File: config.mk
export PLATFORM = sky130hd
export DESIGN_NAME = debug_dump_tx_flat
export DESIGN_NICKNAME = d
export VERILOG_FILES = /design/src/rtl/debug_dump_tx_pkg.sv /design/src/rtl/debug_dump_tx_if.sv /design/src/rtl/debug_dump_tx_word_serializer.sv /design/src/rtl/debug_dump_tx.sv /design/src/flat_wrapper.sv
export SDC_FILE = /design/constraint.sdc
export NUM_CORES = 1
export LEC_CHECK = 0
export BUFFER_PORTS_ARGS = -buffer_cell sky130_fd_sc_hd__buf_2
export CAP_MARGIN = 20
export CORE_UTILIZATION = 50
export DETAILED_ROUTE_END_ITERATION = 7
export PLACE_DENSITY = 0.89
export SLEW_MARGIN = 10
export SYNTH_ARGS = -nofsm -noshare
export SYNTH_HDL_FRONTEND = slang
export SYNTH_SLANG_ARGS = --single-unit
export TNS_END_PERCENT = 20
File: constraint.sdc
create_clock -name i_clock -period 3.9 [get_ports i_clock]
set_input_delay 0.195 -clock i_clock [delete_from_list [all_inputs] [get_ports i_clock]]
set_output_delay 0.195 -clock i_clock [all_outputs]
set_load 0.01 [all_outputs]
File: src/rtl/debug_dump_tx_pkg.sv
// Shared debug-unit definitions: FSM states, stream sections and word/byte sizing helpers.
// Used by both the dump transmitter and the debug receive/load path.
package debug_dump_tx_pkg;

    typedef enum logic [2:0] {
        ST_IDLE       = 3'd0,
        ST_CAPTURE_PC = 3'd1,
        ST_READ       = 3'd2,
        ST_WAIT       = 3'd3,
        ST_SEND       = 3'd4,
        ST_DONE       = 3'd5,
        ST_CHECKSUM   = 3'd6
    } state_e;

    typedef enum logic [1:0] {
        SEC_PC  = 2'd0,
        SEC_REG = 2'd1,
        SEC_MEM = 2'd2
    } section_e;

    localparam int DEFAULT_NB_DATA      = 32;
    localparam int DEFAULT_NB_MEM_WIDTH = 8;
    localparam int BYTES_PER_WORD       = DEFAULT_NB_DATA / DEFAULT_NB_MEM_WIDTH;

    function automatic int bytesPerWord(input int nbWord, input int nbByte);
        return nbWord / nbByte;
    endfunction

    function automatic int maxInt(input int a, input int b);
        return (a > b) ? a : b;
    endfunction

endpackage

File: src/rtl/debug_dump_tx_if.sv
// Outbound byte stream from the debug dump to the UART transmitter (valid/ready).
interface debug_dump_tx_if #(
    parameter int NB_MEM_WIDTH = 8
) ();

    logic [NB_MEM_WIDTH-1:0] tx_data;
    logic                    tx_valid;
    logic                    tx_ready;

    modport master (output tx_data, output tx_valid, input tx_ready);
    modport slave  (input tx_data, input tx_valid, output tx_ready);

endinterface

File: src/rtl/debug_dump_tx_word_serializer.sv
// Loads a left-aligned word and shifts it out MSB byte first under valid/ready,
// pulsing wordLast_o on acceptance of the final byte.
module debug_word_serializer
    import debug_dump_tx_pkg::*;
#(
    parameter int NB_WORD      = 32,
    parameter int NB_MEM_WIDTH = 8,
    localparam int MAX_BYTES   = bytesPerWord(NB_WORD, NB_MEM_WIDTH),
    localparam int CNT_W       = (MAX_BYTES > 1) ? $clog2(MAX_BYTES) : 1
) (
    input  logic                    clock,
    input  logic                    reset,
    input  logic                    load_i,
    input  logic [NB_WORD-1:0]      word_i,
    input  logic [CNT_W-1:0]        lastByte_i,
    input  logic                    txReady_i,
    output logic [NB_MEM_WIDTH-1:0] txData_o,
    output logic                    txValid_o,
    output logic                    wordLast_o
);

    logic [NB_WORD-1:0] shift_q, shift_d;
    logic [CNT_W-1:0]   byteCnt_q, byteCnt_d;
    logic [CNT_W-1:0]   lastIdx_q, lastIdx_d;
    logic               valid_q, valid_d;
    logic               accept;
    logic               isLast;

    assign accept = valid_q && txReady_i;
    assign isLast = (byteCnt_q == lastIdx_q);

    always_comb begin
        shift_d   = shift_q;
        byteCnt_d = byteCnt_q;
        lastIdx_d = lastIdx_q;
        valid_d   = valid_q;
        if (load_i) begin
            shift_d   = word_i;
            byteCnt_d = '0;
            lastIdx_d = lastByte_i;
            valid_d   = 1'b1;
        end else if (accept) begin
            shift_d = shift_q << NB_MEM_WIDTH;
            if (isLast) begin
                byteCnt_d = '0;
                valid_d   = 1'b0;
            end else begin
                byteCnt_d = byteCnt_q + CNT_W'(1);
            end
        end
    end

    always_ff @(posedge clock) begin
        if (reset) begin
            shift_q   <= '0;
            byteCnt_q <= '0;
            lastIdx_q <= '0;
            valid_q   <= 1'b0;
        end else begin
            shift_q   <= shift_d;
            byteCnt_q <= byteCnt_d;
            lastIdx_q <= lastIdx_d;
            valid_q   <= valid_d;
        end
    end

    assign txData_o   = shift_q[NB_WORD-1 -: NB_MEM_WIDTH];
    assign txValid_o  = valid_q;
    assign wordLast_o = accept && isLast;

endmodule

File: src/rtl/debug_dump_tx.sv
// Debug dump transmitter: streams PC, the register bank and the first data-memory words as bytes.
// Optional macro DEBUG_DUMP_CHECKSUM_EN appends one XOR checksum byte after the memory section.
module debug_dump_tx
    import debug_dump_tx_pkg::*;
#(
    parameter int NB_PC        = 32,
    parameter int NB_DATA      = 32,
    parameter int NB_REG       = 5,
    parameter int NB_ADDR      = 32,
    parameter int NB_MEM_WIDTH = 8,
    parameter int N_MEM_WORDS  = 32
) (
    input  logic               i_clock,
    input  logic               i_reset,
    input  logic               i_start,
    input  logic [NB_PC-1:0]   i_pc,
    output logic [NB_REG-1:0]  o_reg_addr,
    input  logic [NB_DATA-1:0] i_reg_data,
    output logic               o_mem_read_enable,
    output logic [NB_ADDR-1:0] o_mem_addr,
    input  logic [NB_DATA-1:0] i_mem_data,
    debug_dump_tx_if.master    tx,
    output logic               o_busy,
    output logic               o_done
);

    localparam int NB_WORD    = maxInt(NB_PC, NB_DATA);
    localparam int BYTES_PC   = bytesPerWord(NB_PC, NB_MEM_WIDTH);
    localparam int BYTES_DATA = bytesPerWord(NB_DATA, NB_MEM_WIDTH);
    localparam int MAX_BYTES  = bytesPerWord(NB_WORD, NB_MEM_WIDTH);
    localparam int CNT_W      = (MAX_BYTES > 1) ? $clog2(MAX_BYTES) : 1;
    localparam int IDX_W      = maxInt(NB_REG, $clog2(N_MEM_WORDS)) + 1;
    localparam logic [IDX_W-1:0] LAST_REG = IDX_W'((2 ** NB_REG) - 1);
    localparam logic [IDX_W-1:0] LAST_MEM = IDX_W'(N_MEM_WORDS - 1);
`ifdef DEBUG_DUMP_CHECKSUM_EN
    localparam state_e AFTER_MEM = ST_CHECKSUM;
`else
    localparam state_e AFTER_MEM = ST_DONE;
`endif

    state_e             state_q, state_d;
    section_e           section_q, section_d;
    logic [IDX_W-1:0]   index_q, index_d;

    logic                    serLoad;
    logic [NB_WORD-1:0]      serWord;
    logic [CNT_W-1:0]        serLast;
    logic [NB_MEM_WIDTH-1:0] serData;
    logic                    serValid;
    logic                    serWordLast;

    // Words narrower than the serializer are left-aligned so the MSB byte always leaves first
    logic [NB_WORD-1:0] pcWord, regWord, memWord;
    assign pcWord  = NB_WORD'(i_pc) << (NB_WORD - NB_PC);
    assign regWord = NB_WORD'(i_reg_data) << (NB_WORD - NB_DATA);
    assign memWord = NB_WORD'(i_mem_data) << (NB_WORD - NB_DATA);

    always_comb begin
        state_d   = state_q;
        section_d = section_q;
        index_d   = index_q;
        serLoad   = 1'b0;
        serWord   = '0;
        serLast   = '0;
        case (state_q)
            ST_IDLE: begin
                if (i_start) begin
                    serLoad   = 1'b1;
                    serWord   = pcWord;
                    serLast   = CNT_W'(BYTES_PC - 1);
                    section_d = SEC_PC;
                    index_d   = '0;
                    state_d   = ST_SEND;
                end
            end
            ST_READ: state_d = ST_WAIT;
            ST_WAIT: begin
                serLoad = 1'b1;
                serWord = (section_q == SEC_REG) ? regWord : memWord;
                serLast = CNT_W'(BYTES_DATA - 1);
                state_d = ST_SEND;
            end
            ST_SEND: begin
                if (serWordLast) begin
                    state_d = ST_READ;
                    case (section_q)
                        SEC_PC: begin
                            section_d = SEC_REG;
                            index_d   = '0;
                        end
                        SEC_REG: begin
                            if (index_q == LAST_REG) begin
                                section_d = SEC_MEM;
                                index_d   = '0;
                            end else begin
                                index_d = index_q + IDX_W'(1);
                            end
                        end
                        default: begin
                            if (index_q == LAST_MEM) begin
                                state_d = AFTER_MEM;
                            end else begin
                                index_d = index_q + IDX_W'(1);
                            end
                        end
                    endcase
                end
            end
`ifdef DEBUG_DUMP_CHECKSUM_EN
            ST_CHECKSUM: begin
                if (tx.tx_ready) begin
                    state_d = ST_DONE;
                end
            end
`endif
            ST_DONE: state_d = ST_IDLE;
            default: state_d = ST_IDLE;
        endcase
    end

    always_ff @(posedge i_clock) begin
        if (i_reset) begin
            state_q   <= ST_IDLE;
            section_q <= SEC_PC;
            index_q   <= '0;
        end else begin
            state_q   <= state_d;
            section_q <= section_d;
            index_q   <= index_d;
        end
    end

    debug_word_serializer #(
        .NB_WORD      (NB_WORD),
        .NB_MEM_WIDTH (NB_MEM_WIDTH)
    ) u_serializer (
        .clock      (i_clock),
        .reset      (i_reset),
        .load_i     (serLoad),
        .word_i     (serWord),
        .lastByte_i (serLast),
        .txReady_i  (tx.tx_ready),
        .txData_o   (serData),
        .txValid_o  (serValid),
        .wordLast_o (serWordLast)
    );

`ifdef DEBUG_DUMP_CHECKSUM_EN
    logic [NB_MEM_WIDTH-1:0] xor_q, xor_d;

    always_comb begin
        xor_d = xor_q;
        if (state_q == ST_IDLE && i_start) begin
            xor_d = '0;
        end else if (serValid && tx.tx_ready) begin
            xor_d = xor_q ^ serData;
        end
    end

    always_ff @(posedge i_clock) begin
        if (i_reset) begin
            xor_q <= '0;
        end else begin
            xor_q <= xor_d;
        end
    end

    assign tx.tx_data  = (state_q == ST_CHECKSUM) ? xor_q : serData;
    assign tx.tx_valid = serValid || (state_q == ST_CHECKSUM);
`else
    assign tx.tx_data  = serData;
    assign tx.tx_valid = serValid;
`endif

    assign o_reg_addr        = index_q[NB_REG-1:0];
    assign o_mem_read_enable = (state_q == ST_READ) && (section_q == SEC_MEM);
    assign o_mem_addr        = NB_ADDR'(index_q) << 2;
    assign o_busy            = (state_q != ST_IDLE) && (state_q != ST_DONE);
    assign o_done            = (state_q == ST_DONE);

endmodule

File: src/flat_wrapper.sv
// flat-port wrapper written by rule: the top's interface ports become plain ports
module debug_dump_tx_flat import debug_dump_tx_pkg::*;
#(
    parameter int NB_PC        = 32,
    parameter int NB_DATA      = 32,
    parameter int NB_REG       = 5,
    parameter int NB_ADDR      = 32,
    parameter int NB_MEM_WIDTH = 8,
    parameter int N_MEM_WORDS  = 32
)
  (i_clock, i_reset, i_start, i_pc, o_reg_addr, i_reg_data, o_mem_read_enable, o_mem_addr, i_mem_data, o_busy, o_done, tx_tx_data, tx_tx_valid, tx_tx_ready);
  debug_dump_tx_if #(.NB_MEM_WIDTH(NB_MEM_WIDTH)) tx_i ();
  input  logic i_clock;
  input  logic i_reset;
  input  logic i_start;
  input  logic [NB_PC-1:0] i_pc;
  output logic [NB_REG-1:0] o_reg_addr;
  input  logic [NB_DATA-1:0] i_reg_data;
  output logic o_mem_read_enable;
  output logic [NB_ADDR-1:0] o_mem_addr;
  input  logic [NB_DATA-1:0] i_mem_data;
  output logic o_busy;
  output logic o_done;
  output wire logic [$bits(tx_i.tx_data)-1:0] tx_tx_data;
  output wire logic [$bits(tx_i.tx_valid)-1:0] tx_tx_valid;
  input wire logic [$bits(tx_i.tx_ready)-1:0] tx_tx_ready;
  assign tx_tx_data = tx_i.tx_data;
  assign tx_tx_valid = tx_i.tx_valid;
  assign tx_i.tx_ready = tx_tx_ready;
  debug_dump_tx #(.NB_PC(NB_PC), .NB_DATA(NB_DATA), .NB_REG(NB_REG), .NB_ADDR(NB_ADDR), .NB_MEM_WIDTH(NB_MEM_WIDTH), .N_MEM_WORDS(N_MEM_WORDS)) u_core (.i_clock(i_clock), .i_reset(i_reset), .i_start(i_start), .i_pc(i_pc), .o_reg_addr(o_reg_addr), .i_reg_data(i_reg_data), .o_mem_read_enable(o_mem_read_enable), .o_mem_addr(o_mem_addr), .i_mem_data(i_mem_data), .tx(tx_i), .o_busy(o_busy), .o_done(o_done));
endmodule
==> summary.txt, run 1 <==
Timing
  • Max Slew Vio Count: 0
  • Final hold vios: 0
  • FMAX: between 400 and 500 MHz
  • Clock Skews: roughly 12 ps
  • Slew headroom: 32.9%
  • Min cycle time layout: between 2000 and 2500 ps
  • RSZ-0062 raised after global routing: false
  • Final Cycle Share: 63.8%
  • Setup tns final: 0 ps
  • Setup Viol. Count Final: 0
  • Worst-Margin Slew: between 1000 and 1500 ps
  • Worst Slack Setup Final: between 1000 and 1500 ps

Synthesis
  • Synth Area in XOR/XNOR: less than 1%
  • Post-synthesis mux area share: 6.11%
  • Most numerous cell in the Yosys netlist: nand2_1
  • Sequential fraction of the synthesis area: a little under a third
  • Distinct cell type count after synthesis: just over 40
  • Post-synthesis adder-cell area fraction: less than 1%
  • Synth area leaders: dfxtp_1 32%, buf_4 10%, nand2_1 8.7%, nor2_1 7.9%, mux2i_1 6.1%
  • Avg Synthesized Cell Area: about 7.4 µm²
  • Main flop type after synthesis: dfxtp_1
  • #FFs+latches synth: 47
  • Largest family of logic cells by synthesized area: simple AND/OR/NAND/NOR gates
  • Cells after synthesis: between 300 and 400
  • Synth cell count leaders: 68 x nand2_1, 62 x nor2_1, 47 x dfxtp_1
  • Synth Cell Area: 2950 µm²
  • Number of flops mapped to enable cells by yosys: 0
  • Fraction of the mapped netlist area in simple logic gates: 25.3%
  • Ys async rst share: 0%
  • Compound-gate portion of the synthesized area: between 20% and 30%
  • Synth area leader: dfxtp_1
  • Synth top area share: about a third
  • Synth warnings: 0

Placement
  • Routability Congestion: approximately 0.81
  • Setup WS pre-CTS: around 1400 ps
  • DP Cell Count: around 550
  • IO buf count: roughly 120
  • Hpwl dp: between 5000 and 6000 µm

Clocking
  • CTS Buffer Depth: 2
  • Root Driver: clkbuf_8
  • Number of resized instances in the post-cts repair step: 0
  • Clock transition at path regs: ~100 ps
  • Clock sinks: 47
  • TritonCTS clock tree: built
  • Worst-Skew Late Latency: between 300 and 400 ps
  • Num CTS Buffers: 5
  • Clock H-tree levels: 2
  • CTS Hold Bufs: 0
  • Setup Buffers After CTS: 0

Detailed routing
  • Final wirelength: 7550 µm
  • WL met2: between 3000 and 4000 µm
  • Pre-antenna DRT Iters: 4
  • Residual DRC: 0
  • Vias: a little over 3000
  • First DRT Iteration DRCs: approximately 140
  • WL met3: between 600 and 700 µm
  • Routed metal-1 wirelength: between 3000 and 4000 µm
  • DRT antenna net count: 0
  • Via/cell ratio: 5.43
  • DR top layer: met4
  • Drt wl/cell: approximately 13 µm

Finish
  • Share of cells above drive strength 1: 29.0%
  • P&R area growth vs syn: 17.3%
  • Layout fillers: between 500 and 600
  • Register area: between 900 and 1000 µm²
  • Non-filler cells, final: around 560
  • Final core utilization: approximately three fifths
  • Final #Nets: just under 600
  • Multi-input gate area: 1700 µm²
  • Diodes inserted: 0

Worst setup path
  • Kind of critical path: reg -> reg
  • CP max FO: 16
  • Crit start category: register
  • Crit. End Element: register
  • Reg2reg setup slack: approximately 1400 ps
  • CP arrival: between 2000 and 3000 ps
  • Worst path required time: between 4000 and 5000 ps
  • Reg-to-reg startpoint: u_core.state_q[0]
  • R2r worst-path depth: 6
  • R2R Path End: u_core.u_serializer.shift_q[0]

Power
  • Leakage: 1.56 nW
  • Peak supply drop: 204 µV
  • Total Power: approximately 1.1 mW
  • Pwr Density: between 300 and 400 nW/µm²

Floorplanning
  • Starting Density: 52.5%
  • Core area: between 5000 and 6000 µm²
  • I/O Pins: between 100 and 150
  • Rows: 27
  • Die width: around 80 µm
  • Die Height: slightly below 80 µm
  • DIE AREA: roughly 6200 µm²

Hold path
  • HP Class: in -> reg
  • Hold path startpoint: i_pc[22]
  • Hold EP: u_core.u_serializer.shift_q[22]
  • Worst Hold Depth: 3

Global routing
  • Total congestion overflow: 0
  • Initial antenna violation count: 0
  • Largest net degree at the start of global routing: 48
  • Number of global-route vias before repair: between 2000 and 3000
  • GRT Total Usage: 24.7%
  • First-pass GRT wire length: about 12000 µm

Flow run
  • Max-Cap Viols: 0

Status
  • Outcome: finished, final reports clean
-- cells by family after synthesis --
logic type,after synthesis
AO/OA/AOI/OAI,95
XOR/XNOR,2
adder cells (fa/ha/maj),1
buffers and inverters,67
flip-flops,47
multiplexers,18
other,1
AND/OR/NAND/NOR,167
-- layout make-up --
class	count	share of cell area [%]
multi-input cells	309	49.2
repair buffers	125	18.3
clock inverters	3	0.688
well taps	72	2.61
flip-flops and latches	47	27.2
clock buffers	5	1.99
-- worst max path at each step --
stage | endpoint | from | slack [ps] | depth (start not counted)
final | u_core.u_serializer.shift_q[0] | u_core.state_q[0] | 1410 | 6
after global routing | u_core.u_serializer.shift_q[0] | u_core.state_q[0] | 1190 | 6
after CTS | u_core.u_serializer.shift_q[0] | u_core.state_q[0] | 1430 | 6
after detailed placement | u_core.u_serializer.shift_q[0] | u_core.state_q[0] | 1430 | 6
after global placement | u_core.u_serializer.shift_q[6] | u_core.state_q[0] | 1540 | 6
after floorplan | u_core.index_q[5] | u_core.index_q[0] | 1960 | 7
-- cells in the final DEF, fill, tap and decap left out, drive strengths merged, types with 2 or more instances in the layout --
| cell | Yosys | layout |
|---|---|---|
| a211oi | 5 | 5 |
| a21oi | 30 | 30 |
| a221oi | 8 | 8 |
| and2 | 3 | 3 |
| and3 | 3 | 3 |
| buf | 49 | 125 |
| clkbuf | 18 | 5 |
| clkinvlp | 0 | 2 |
| conb | 1 | 26 |
| dfxtp | 47 | 47 |
| mux2i | 18 | 18 |
| nand2 | 68 | 68 |
| nand2b | 6 | 6 |
| nand3 | 4 | 4 |
| nand3b | 2 | 2 |
| nor2 | 62 | 62 |
| nor2b | 4 | 4 |
| nor3 | 6 | 6 |
| o21ai | 25 | 25 |
| o221ai | 19 | 19 |
| or3b | 2 | 2 |
| or4 | 2 | 2 |
| or4b | 2 | 2 |
-- registers in the layout (all words and copies together), names as in the netlist --
| register | count |
|---|---|
| u_core.u_serializer.byteCnt_q | 2 |
| u_core.state_q | 3 |
| u_core.u_serializer.txValid_o | 1 |
| u_core.u_serializer.lastIdx_q | 1 |
| u_core.index_q | 6 |
| u_core.section_q | 2 |
| u_core.u_serializer.shift_q | 32 |
-- worst max-delay path: stages, from the launching register on --
cell	delay, ps
dfxtp_1	470
or3b_1	470
a21oi_2	530
buf_4	320
nor2_1	170
a221oi_1	300
nor2_1	80
-- power by group --
| group | total [mW] | leakage, nW | internal [mW] | switching, mW |
|---|---|---|---|---|
| Clock | 0.306 | 0.0408 | 0.128 | 0.177 |
| Combinational | 0.259 | 1.14 | 0.114 | 0.145 |
| Sequential | 0.539 | 0.385 | 0.514 | 0.0251 |
| Total | 1.10 | 1.56 | 0.757 | 0.347 |
-- metrics by stage --
stage / cell area, µm² / hold slack, ps
global placement: 3360 / 431
CTS: 3460 / 123
global route: 3460 / 131
detailed placement: 3360 / 440
finish: 3460 / 124
floorplan: 3040 / 339
-- routing by layer --
| layer | vias to the layer above | global-route usage (%) |
|---|---|---|
| li1 | 1495 | - |
| met1 | 1356 | 31.0 |
| met2 | 178 | 41.3 |
| met3 | 15 | 5.52 |
| met4 | 0 | 8.89 |
| met5 | - | 0 |
(Power assumes the default switching activity.)
==> inputs of run 2 (changes only) <==
Settings changed: CORE_UTILIZATION 50 to 42, PLACE_DENSITY 0.89 to 0.8.
Clock period 3.9 ns to 2 ns, I/O delays scaled along.
==> run 2 against run 1 <==
Against the previous run: critical path depth did not move; global-route usage decreased by 2.1 points; design area is 6.6% higher; critical path type unchanged; critical endpoint is now u_core.index_q[2]; largest cell class unchanged.
==> summary.txt, run 2 (synthesis gave the netlist of run 1 again) <==
Clocking
  • Setup Buffers After CTS: 0 (unchanged)
  • Clock transition at path regs: 90 ps (was 100 ps)
  • Clock sinks: 47 (unchanged)
  • Clock H-tree levels: 2 (unchanged)
  • Root Driver: clkbuf_8 (unchanged)
  • TritonCTS clock tree: built (unchanged)
  • Num CTS Buffers: 5 (unchanged)
  • Worst-Skew Late Latency: 300 ps (was 310 ps)
  • CTS Hold Bufs: 0 (unchanged)
  • CTS Buffer Depth: 2 (unchanged)

Power
  • Peak supply drop: 376 µV (was 204 µV)
  • Clock power share: 25.7% (was 27.7%)
  • Sw frac: 30.7% (was 31.4%)
  • Pwr Density: 588 nW/µm² (was 319 nW/µm²)
  • Sequential power share: 48.4% (was 48.9%)
  • Leakage: 1.69 nW (was 1.56 nW)
  • P_int: 1.50 mW (was 0.757 mW)
  • Total Power: 2.16 mW (was 1.10 mW)
  • Combinational share of power: 25.9% (was 23.5%)
  • Net Sw Power: 0.664 mW (was 0.347 mW)

Finish
  • Share of cells above drive strength 1: 32.7% (was 29.0%)
  • Diodes inserted: 0 (unchanged)
  • Largest registers: u_core.u_serializer.shift_q (32), u_core.index_q (6), u_core.state_q (3) (unchanged)
  • Layout fillers: 632 (was 520)
  • Most frequent cells in the layout: 122 x buf_2, 68 x nand2_1, 62 x nor2_1 (unchanged)
  • Biggest register: u_core.u_serializer.shift_q (unchanged)
  • Max reg flops: 32 (unchanged)
  • Non-filler cells, final: 607 (was 561)
  • Commonest non-fill, non-tap cell in the layout: buf_2 (unchanged)
  • Register area: 941 µm² (unchanged)
  • Final #Nets: 612 (was 589)
  • P&R area growth vs syn: 25.1% (was 17.3%)
  • Multi-input gate area: 1740 µm² (was 1700 µm²)

Worst setup path
  • Kind of critical path: reg -> reg (unchanged)
  • CP max FO: 9 (was 16)
  • Crit path cell chain: ha_1 -> nand3_2 -> nor3_2 -> o32a_4 -> or4b_1 -> a21oi_1 (was or3b_1 -> a21oi_2 -> buf_4 -> nor2_1 -> a221oi_1 -> nor2_1)
  • Worst Path Buf+Inv: 0 (was 1)
  • Crit. End Element: register (unchanged)
  • Critical Path Slowest Stage Cell: or4b_1 (was a21oi_2)
  • Critical path's top delay family: simple AND/OR/NAND/NOR gates (was compound AO/OA/AOI/OAI gates)
  • Crit start category: register (unchanged)
  • CP arrival: 2120 ps (was 2660 ps)
  • CP max stage delay: 500 ps (was 530 ps)
  • Worst path required time: 2230 ps (was 4070 ps)

Timing
  • Min cycle time layout: 1890 ps (was 2490 ps)
  • Clock Skews: 7.66 ps (was 11.9 ps)
  • WHS: 26.5 ps (was 124 ps)
  • Setup Viol. Count Final: 0 (unchanged)
  • Worst-Margin Slew: 638 ps (was 1000 ps)
  • FMAX: 530 MHz (was 402 MHz)
  • Final hold vios: 0 (unchanged)
  • Slew headroom: 57.5% (was 32.9%)
  • Worst Slack Setup Final: 112 ps (was 1410 ps)
  • RSZ-0062 raised after global routing: true (was false)
  • Setup tns final: 0 ps (unchanged)
  • Max Slew Vio Count: 0 (unchanged)
  • Final Cycle Share: 94.4% (was 63.8%)

Placement
  • DP Cell Count: 600 (was 553)
  • IO buf count: 122 (unchanged)
  • Hpwl dp: 6370 µm (was 5460 µm)
  • Setup WS pre-CTS: 6.48 ps (was 1430 ps)
  • Routability Congestion: 0.835 (was 0.807)

Detailed routing
  • Residual DRC: 0 (unchanged)
  • Final wirelength: 8170 µm (was 7550 µm)
  • First DRT Iteration DRCs: 136 (was 144)
  • Drt wl/cell: 13.5 µm (about the same)
  • Via/cell ratio: 5.17 (was 5.43)
  • DRT antenna net count: 0 (unchanged)
  • Vias: 3139 (was 3044)
  • Pre-antenna DRT Iters: 4 (unchanged)

Floorplanning
  • I/O Pins: 149 (unchanged)
  • Die Height: 85.8 µm (was 78.8 µm)
  • Die width: 85.8 µm (was 78.8 µm)
  • Core area: 6790 µm² (was 5610 µm²)
  • Starting Density: 43.4% (was 52.5%)
  • DIE AREA: 7350 µm² (was 6200 µm²)
  • Rows: 30 (was 27)

Global routing
  • Initial antenna violation count: 0 (unchanged)
  • Total congestion overflow: 0 (unchanged)
  • First-pass GRT wire length: 13100 µm (was 12100 µm)
  • GRT Total Usage: 22.6% (was 24.7%)
  • Number of global-route vias before repair: 2842 (was 2646)
  • Largest net degree at the start of global routing: 33 (was 48)

Status
  • Outcome: finished, final reports clean (unchanged)

Flow run
  • Max-Cap Viols: 0 (unchanged)

Hold path
  • HP Class: in -> reg (unchanged)
## run 2: final timing paths
path | end | depth (start not counted) | startpoint | slack, ps
max | u_core.index_q[2] | 6 | u_core.index_q[1] | 110
min | u_core.u_serializer.shift_q[14] | 3 | i_pc[14] | 30
max reg2reg | u_core.index_q[2] | 6 | u_core.index_q[1] | 110
min reg2reg | u_core.u_serializer.shift_q[24] | 2 | u_core.u_serializer.shift_q[24] | 480
## run 2: per-layer routing
layer / vias up / global-route usage (%) / routed length (µm)
met5: - / 0 / 0
li1: 1549 / - / -
met4: 0 / 7.88 / 97
met3: 6 / 4.23 / 502
met1: 1442 / 28.8 / 3640
met2: 142 / 38.3 / 3940
## run 2: through the flow
stage	utilization [%]	instance area (µm²)
after detailed placement	52.5	3570
after floorplan	-	3040
after global placement	52.5	3570
after CTS	53.7	3650
after global routing	54.2	3680
final	54.2	3680
## run 2: area by class of cell
cell class | instances | area share, %
clock buffers | 5 | 1.87
clock inverters | 2 | 0.374
multi-input cells | 309 | 47.1
flip-flops and latches | 47 | 25.5
well taps | 96 | 3.26
repair buffers | 148 | 21.9
## run 2: power by group through the flow
stage	clock (mW)	sequential (mW)	combinational (mW)
after floorplan	0	1.05	0.399
after global placement	0	1.06	0.540
after detailed placement	0	1.07	0.553
after CTS	0.566	1.05	0.555
after global routing	0.607	1.05	0.629
final	0.557	1.05	0.561
## run 2: repair_timing
item,4_1_cts,5_1_grt
endpoints found under the setup margin,2,8
gates resized for setup,0,5
pin swaps,1,1
## run 2: tightest hold or removal path, cell delays in order
cell and delay (ps):
buf_2 70, a211oi_1 50, nor2_1 70
